--- src/rtl/riscp_pkg.sv ---
// riscp_pkg: shared defaults for the return-address stack and the PC-source encoding it feeds.
package riscp_pkg;
  localparam int RAS_DATA_W = 32;
  localparam int RAS_DEPTH = 8;
  localparam logic [1:0] PCSRC_RET = 2'b11;
endpackage

--- src/rtl/return_addr_stack_if.sv ---
// return_addr_stack_if: control-unit side strobes and stack status outputs.
interface return_addr_stack_if #(
  parameter int DATA_W = 32,
  parameter int DEPTH = 8,
  parameter int CNT_W = $clog2(DEPTH) + 1
);
  logic StackWr;
  logic StackRd;
  logic err_clr;
  logic [DATA_W-1:0] push_data;
  logic [DATA_W-1:0] top_data;
  logic empty;
  logic full;
  logic [CNT_W-1:0] count;
  logic overflow_err;
  logic underflow_err;
  modport master(output StackWr, StackRd, err_clr, push_data,
                 input top_data, empty, full, count, overflow_err, underflow_err);
  modport slave(input StackWr, StackRd, err_clr, push_data,
                output top_data, empty, full, count, overflow_err, underflow_err);
endinterface

--- src/rtl/ras_regfile.sv ---
// ras_regfile: DEPTH x DATA_W storage, one synchronous write port and one combinational read port.
module ras_regfile #(
  parameter int DATA_W = 32,
  parameter int DEPTH = 8,
  parameter int AW = $clog2(DEPTH)
) (
  input  logic              clk,
  input  logic              i_we,
  input  logic [AW-1:0]     i_waddr,
  input  logic [DATA_W-1:0] i_wdata,
  input  logic [AW-1:0]     i_raddr,
  output logic [DATA_W-1:0] o_rdata
);
  logic [DATA_W-1:0] r_mem [DEPTH];
  always_ff @(posedge clk) if (i_we) r_mem[i_waddr] <= i_wdata;
  assign o_rdata = r_mem[i_raddr];
endmodule

--- src/rtl/return_addr_stack.sv ---
// return_addr_stack: hardware return-address stack with occupancy tracking and sticky overflow/underflow flags.
module return_addr_stack
  import riscp_pkg::*;
#(
  parameter int DATA_W = RAS_DATA_W,
  parameter int DEPTH = RAS_DEPTH
) (
  input logic clk,
  input logic reset,
  return_addr_stack_if.slave bus
);
  localparam int CNT_W = $clog2(DEPTH) + 1;
  localparam int AW = $clog2(DEPTH);
  localparam logic [CNT_W-1:0] FULL_CNT = CNT_W'(DEPTH);
  logic [CNT_W-1:0] r_count;
  logic r_ovf;
  logic r_unf;
  logic w_empty;
  logic w_full;
  logic w_both;
  logic w_inc;
  logic w_dec;
  logic w_replace;
  logic w_we;
  logic [AW-1:0] w_waddr;
  logic [AW-1:0] w_raddr;
  logic [DATA_W-1:0] w_rdata;
  always_comb begin
    w_empty = r_count == '0;
    w_full = r_count == FULL_CNT;
    w_both = bus.StackWr & bus.StackRd;
    w_replace = w_both & !w_empty;
    // push+pop on an empty stack behaves as a plain push
    w_inc = (bus.StackWr & !bus.StackRd & !w_full) | (w_both & w_empty);
    w_dec = bus.StackRd & !bus.StackWr & !w_empty;
    w_we = w_inc | w_replace;
    w_waddr = AW'(w_replace ? r_count - 1'b1 : r_count);
    w_raddr = AW'(r_count - 1'b1);
  end
  ras_regfile #(.DATA_W(DATA_W), .DEPTH(DEPTH)) u_regfile (
    .clk(clk),
    .i_we(w_we),
    .i_waddr(w_waddr),
    .i_wdata(bus.push_data),
    .i_raddr(w_raddr),
    .o_rdata(w_rdata)
  );
  always_ff @(posedge clk or posedge reset) begin
    if (reset) begin
      r_count <= '0;
      r_ovf <= 1'b0;
      r_unf <= 1'b0;
    end else begin
      r_count <= w_inc ? r_count + 1'b1 : w_dec ? r_count - 1'b1 : r_count;
      r_ovf <= (bus.StackWr & !bus.StackRd & w_full) | (r_ovf & !bus.err_clr);
      r_unf <= (bus.StackRd & !bus.StackWr & w_empty) | (r_unf & !bus.err_clr);
    end
  end
  assign bus.top_data = w_empty ? '0 : w_rdata;
  assign bus.empty = w_empty;
  assign bus.full = w_full;
  assign bus.count = r_count;
  assign bus.overflow_err = r_ovf;
  assign bus.underflow_err = r_unf;
endmodule
--- src/flat_wrapper.sv ---
// flat-port wrapper written by rule: the top's interface ports become plain ports
module return_addr_stack_flat import riscp_pkg::*;
#(
  parameter int DATA_W = RAS_DATA_W,
  parameter int DEPTH = RAS_DEPTH
)
  (clk, reset, bus_StackWr, bus_StackRd, bus_err_clr, bus_push_data, bus_top_data, bus_empty, bus_full, bus_count, bus_overflow_err, bus_underflow_err);
  return_addr_stack_if #(.DATA_W(DATA_W), .DEPTH(DEPTH)) bus_i ();
  input logic clk;
  input logic reset;
  input wire logic [$bits(bus_i.StackWr)-1:0] bus_StackWr;
  input wire logic [$bits(bus_i.StackRd)-1:0] bus_StackRd;
  input wire logic [$bits(bus_i.err_clr)-1:0] bus_err_clr;
  input wire logic [$bits(bus_i.push_data)-1:0] bus_push_data;
  output wire logic [$bits(bus_i.top_data)-1:0] bus_top_data;
  output wire logic [$bits(bus_i.empty)-1:0] bus_empty;
  output wire logic [$bits(bus_i.full)-1:0] bus_full;
  output wire logic [$bits(bus_i.count)-1:0] bus_count;
  output wire logic [$bits(bus_i.overflow_err)-1:0] bus_overflow_err;
  output wire logic [$bits(bus_i.underflow_err)-1:0] bus_underflow_err;
  assign bus_i.StackWr = bus_StackWr;
  assign bus_i.StackRd = bus_StackRd;
  assign bus_i.err_clr = bus_err_clr;
  assign bus_i.push_data = bus_push_data;
  assign bus_top_data = bus_i.top_data;
  assign bus_empty = bus_i.empty;
  assign bus_full = bus_i.full;
  assign bus_count = bus_i.count;
  assign bus_overflow_err = bus_i.overflow_err;
  assign bus_underflow_err = bus_i.underflow_err;
  return_addr_stack #(.DATA_W(DATA_W), .DEPTH(DEPTH)) u_core (.clk(clk), .reset(reset), .bus(bus_i));
endmodule
--- config.mk ---
export PLATFORM = sky130hd
export DESIGN_NAME = return_addr_stack_flat
export DESIGN_NICKNAME = d
export VERILOG_FILES = /design/src/rtl/riscp_pkg.sv /design/src/rtl/return_addr_stack_if.sv /design/src/rtl/ras_regfile.sv /design/src/rtl/return_addr_stack.sv /design/src/flat_wrapper.sv
export SDC_FILE = /design/constraint.sdc
export NUM_CORES = 1
export LEC_CHECK = 0
export BUFFER_PORTS_ARGS = -buffer_cell sky130_fd_sc_hd__buf_2
export CORE_ASPECT_RATIO = 0.8
export CORE_MARGIN = 1.5
export CORE_UTILIZATION = 40
export CTS_BUF_LIST = sky130_fd_sc_hd__clkbuf_2
export CTS_CLUSTER_SIZE = 8
export DETAILED_ROUTE_END_ITERATION = 16
export HOLD_SLACK_MARGIN = 0.06
export PLACE_DENSITY = 0.6
export SYNTH_ARGS = -nofsm -noshare
export SYNTH_HDL_FRONTEND = slang
export SYNTH_SLANG_ARGS = --single-unit
--- constraint.sdc ---
create_clock -name clk -period 4.3 [get_ports clk]
set_input_delay 0.43 -clock clk [delete_from_list [all_inputs] [get_ports clk]]
set_output_delay 0.43 -clock clk [all_outputs]
set_load 0.01 [all_outputs]
==> reports/metrics.cfg <==
[placement]
placed_area_um2 = 11000
port-buffer-count = 76
dpl.hpwl_mm = 12.01
gp_congestion = 0.8039
placedCellCount = 839

[final_layout]
nFillCells = 2098
fin_area_um2 = 11910
multi_input_area_um2 = 2216
nNetsFinal = 660
postLayoutCoreUtil = 0.4836
diodes = 0
area_delta_synth_final_pct = 17.13
instances_no_fill = 988
ff_latch_area_um2 = 7841
drive_gt1_frac = 0.3940

[setup_path]
critical_path_required_ns = 3.87
end_kind = output pin
worstSetupPathType = flop to output pin
rrSetupSlack_ns = 0.66
crit_arrival_ns = 3.49
start_kind = flop
cp_max_fo = 51

[timing]
finalSetupViolCount = 0
max-slew-margin-rel = 0.2677
final_max_slew_viol_count = 0
period_needed_ns = 3.922
rsz0062_at_grt = false
fin_crit_sh = 0.9121
clock.fmax_mhz = 255.0
fin_skew_ns = 0.05171
hold_violations = 0
worst_pin_slew_ns = 1.095

[routing]
num_vias = 5182
drtPass1Iterations = 5
viasPerCell = 5.245
drc_errors = 0
drt_iter0_markers = 404
ant_nets = 0
detail_route.wl_per_cell_um = 21.35
wirelength_mm = 21.09

[clock_network]
clk_pin_slew_worst_paths_ns = 0.12
cts_sinks = 262
clockBufferDepth = 3
h-tree-depth = 2
cts_buffers = 61
clock_latency_ns = 0.82
cts_root_buf = clkbuf_2
cts_tree = yes

[pwr]
power_mw = 8.446
p_sw_frac = 0.3598
power.net_switching_mw = 3.039
vdd_drop_max_uv = 406.3
combPwrFrac = 0.418
p_clk_frac = 0.178
seq_power_share = 0.404
internal_power_mw = 5.407
powerDensity_nw_per_um2 = 709.1
leakagePower_nw = 4.116

[synth]
synth_nets = 493
synth_ff_type = edfxtp_1
async_reset_ff_frac = 0.02290
ys_top_cells_by_count = edfxtp_1 (256), mux4_2 (61), a22o_1 (32)
ys_seq_area_frac = 0.7707
yosysUniqueCellTypes = 36
yosysWarnings = 0
syn_area_um2 = 10170
syn_area_per_cell_um2 = 22.40
synthCells = 454
synth_top_area_share = 0.7559
yosysTopAreaCell = edfxtp_1
ys_ff_latch = 262
synth_edf_count = 256
synthMostInstantiatedCell = edfxtp_1
synth.top_cells.by_area = edfxtp_1 (76%), mux4_2 (14%), a22o_1 (2.8%)

[floorplanning]
fp.dieW_um = 181.3
start_util = 0.4129
core_um2 = 24630
fp.dieH_um = 145.6
ios = 77
num_rows = 51
dieArea_um2 = 26400

[hold_path]
hold_class = input port to flop

[global_route]
grt_pass1_wl_mm = 32.75
grt-ovfl-total = 0
grt_pass1_vias = 5695
grt_max_degree = 55
grt_antenna_before_repair = 0
grt_usage = 0.1649

[run_status]
status = completed

[flow_run]
maxCapViolCount = 0

## flip-flops by register name, summed over array words and instances, names as in the netlist
| signal | count |
|---|---|
| u_core.bus.overflow_err | 1 |
| u_core.bus.count | 4 |
| u_core.u_regfile.r_mem | 256 |
| u_core.bus.underflow_err | 1 |
## through the flow
stage	TNS, ns	hold WS (ns)	worst slack [ns]
floorplan	-38.85	0.2210	-0.3273
global placement	0	0.3711	0.7808
detailed placement	0	0.3703	0.6267
CTS	0	0.06104	0.06237
global route	0	0.08695	0.08901
finish	0	0.1212	0.3780
## worst paths after layout
kind | startpoint | end | cells past startpoint
worst min register to register | u_core.bus.underflow_err | u_core.bus.underflow_err | 2
worst max register to register | u_core.bus.count[0] | u_core.u_regfile.r_mem[6][7] | 9
worst max-delay path | u_core.bus.count[0] | bus_top_data[23] | 6
min in group asynchronous | reset | u_core.bus.count[2] | 4
worst min-delay path | bus_StackWr | u_core.bus.count[0] | 3
max in group asynchronous | reset | u_core.bus.count[0] | 4
## power by group through the flow
stage          clock network [mW]  registers (mW)  logic (mW)
2_1_floorplan                   0            3.40        2.41
3_3_place_gp                    0            3.45        3.54
3_5_place_dp                    0            3.47        3.55
4_1_cts                      1.56            3.42        3.61
5_1_grt                      1.69            3.45        3.78
6_report                     1.51            3.41        3.53
## critical path, stage by stage, from the launching register on
cell     delay (ns)
dfrtp_4        0.66
inv_1          0.15
ha_4           0.47
buf_6          0.50
mux4_2         0.40
a22o_1         0.30
buf_2          0.16
## area by class of cell
class	instances	area share
sequential	262	0.6583
clock inverter	24	0.008403
tap	318	0.03340
inverter	7	0.002206
clock buffer	88	0.03697
multi-input combinational	158	0.1860
timing repair buffer	131	0.07469
## placed cells by master (no fill, tap or decap), types with 5 or more instances in the layout
cell,instances
a22o_1,32
buf_2,76
buf_4,17
clkbuf_2,88
clkinv_1,18
dfrtp_1,5
dlygate4sd3_1,37
edfxtp_1,256
inv_1,7
mux4_2,61
nand2_1,6
nor2b_1,5
o21ai_0,7
## metal layers
layer	global-route usage	part of all wire	vias up
met1	0.2224	0.45	2671
met2	0.2698	0.49	166
li1	-	-	2307
met4	0.04792	0.016	0
met3	0.03804	0.051	38
met5	0	0	-
## cell families (layout without fill, tap and decap cells)
kind of cell    after synthesis  after routing  synth area share
buf+inv                      34            250           0.02092
simple gates                 33             33           0.01796
mux                          64             64            0.1428
fa+ha+maj                     3              3          0.003445
compound gates               55             55           0.04158
xor+xnor                      3              3          0.002584
flops                       262            262            0.7707
## what timing repair did
| action | 4_1_cts | 5_1_grt |
|---|---|---|
| setup buffers | 0 | 0 |
| setup endpoints to repair | 0 | 7 |
| hold buffers | 37 | 0 |
| gates resized for setup | 0 | 1 |
| hold endpoints to repair | 265 | 0 |
No activity file was read; power rests on OpenSTA's default activity.
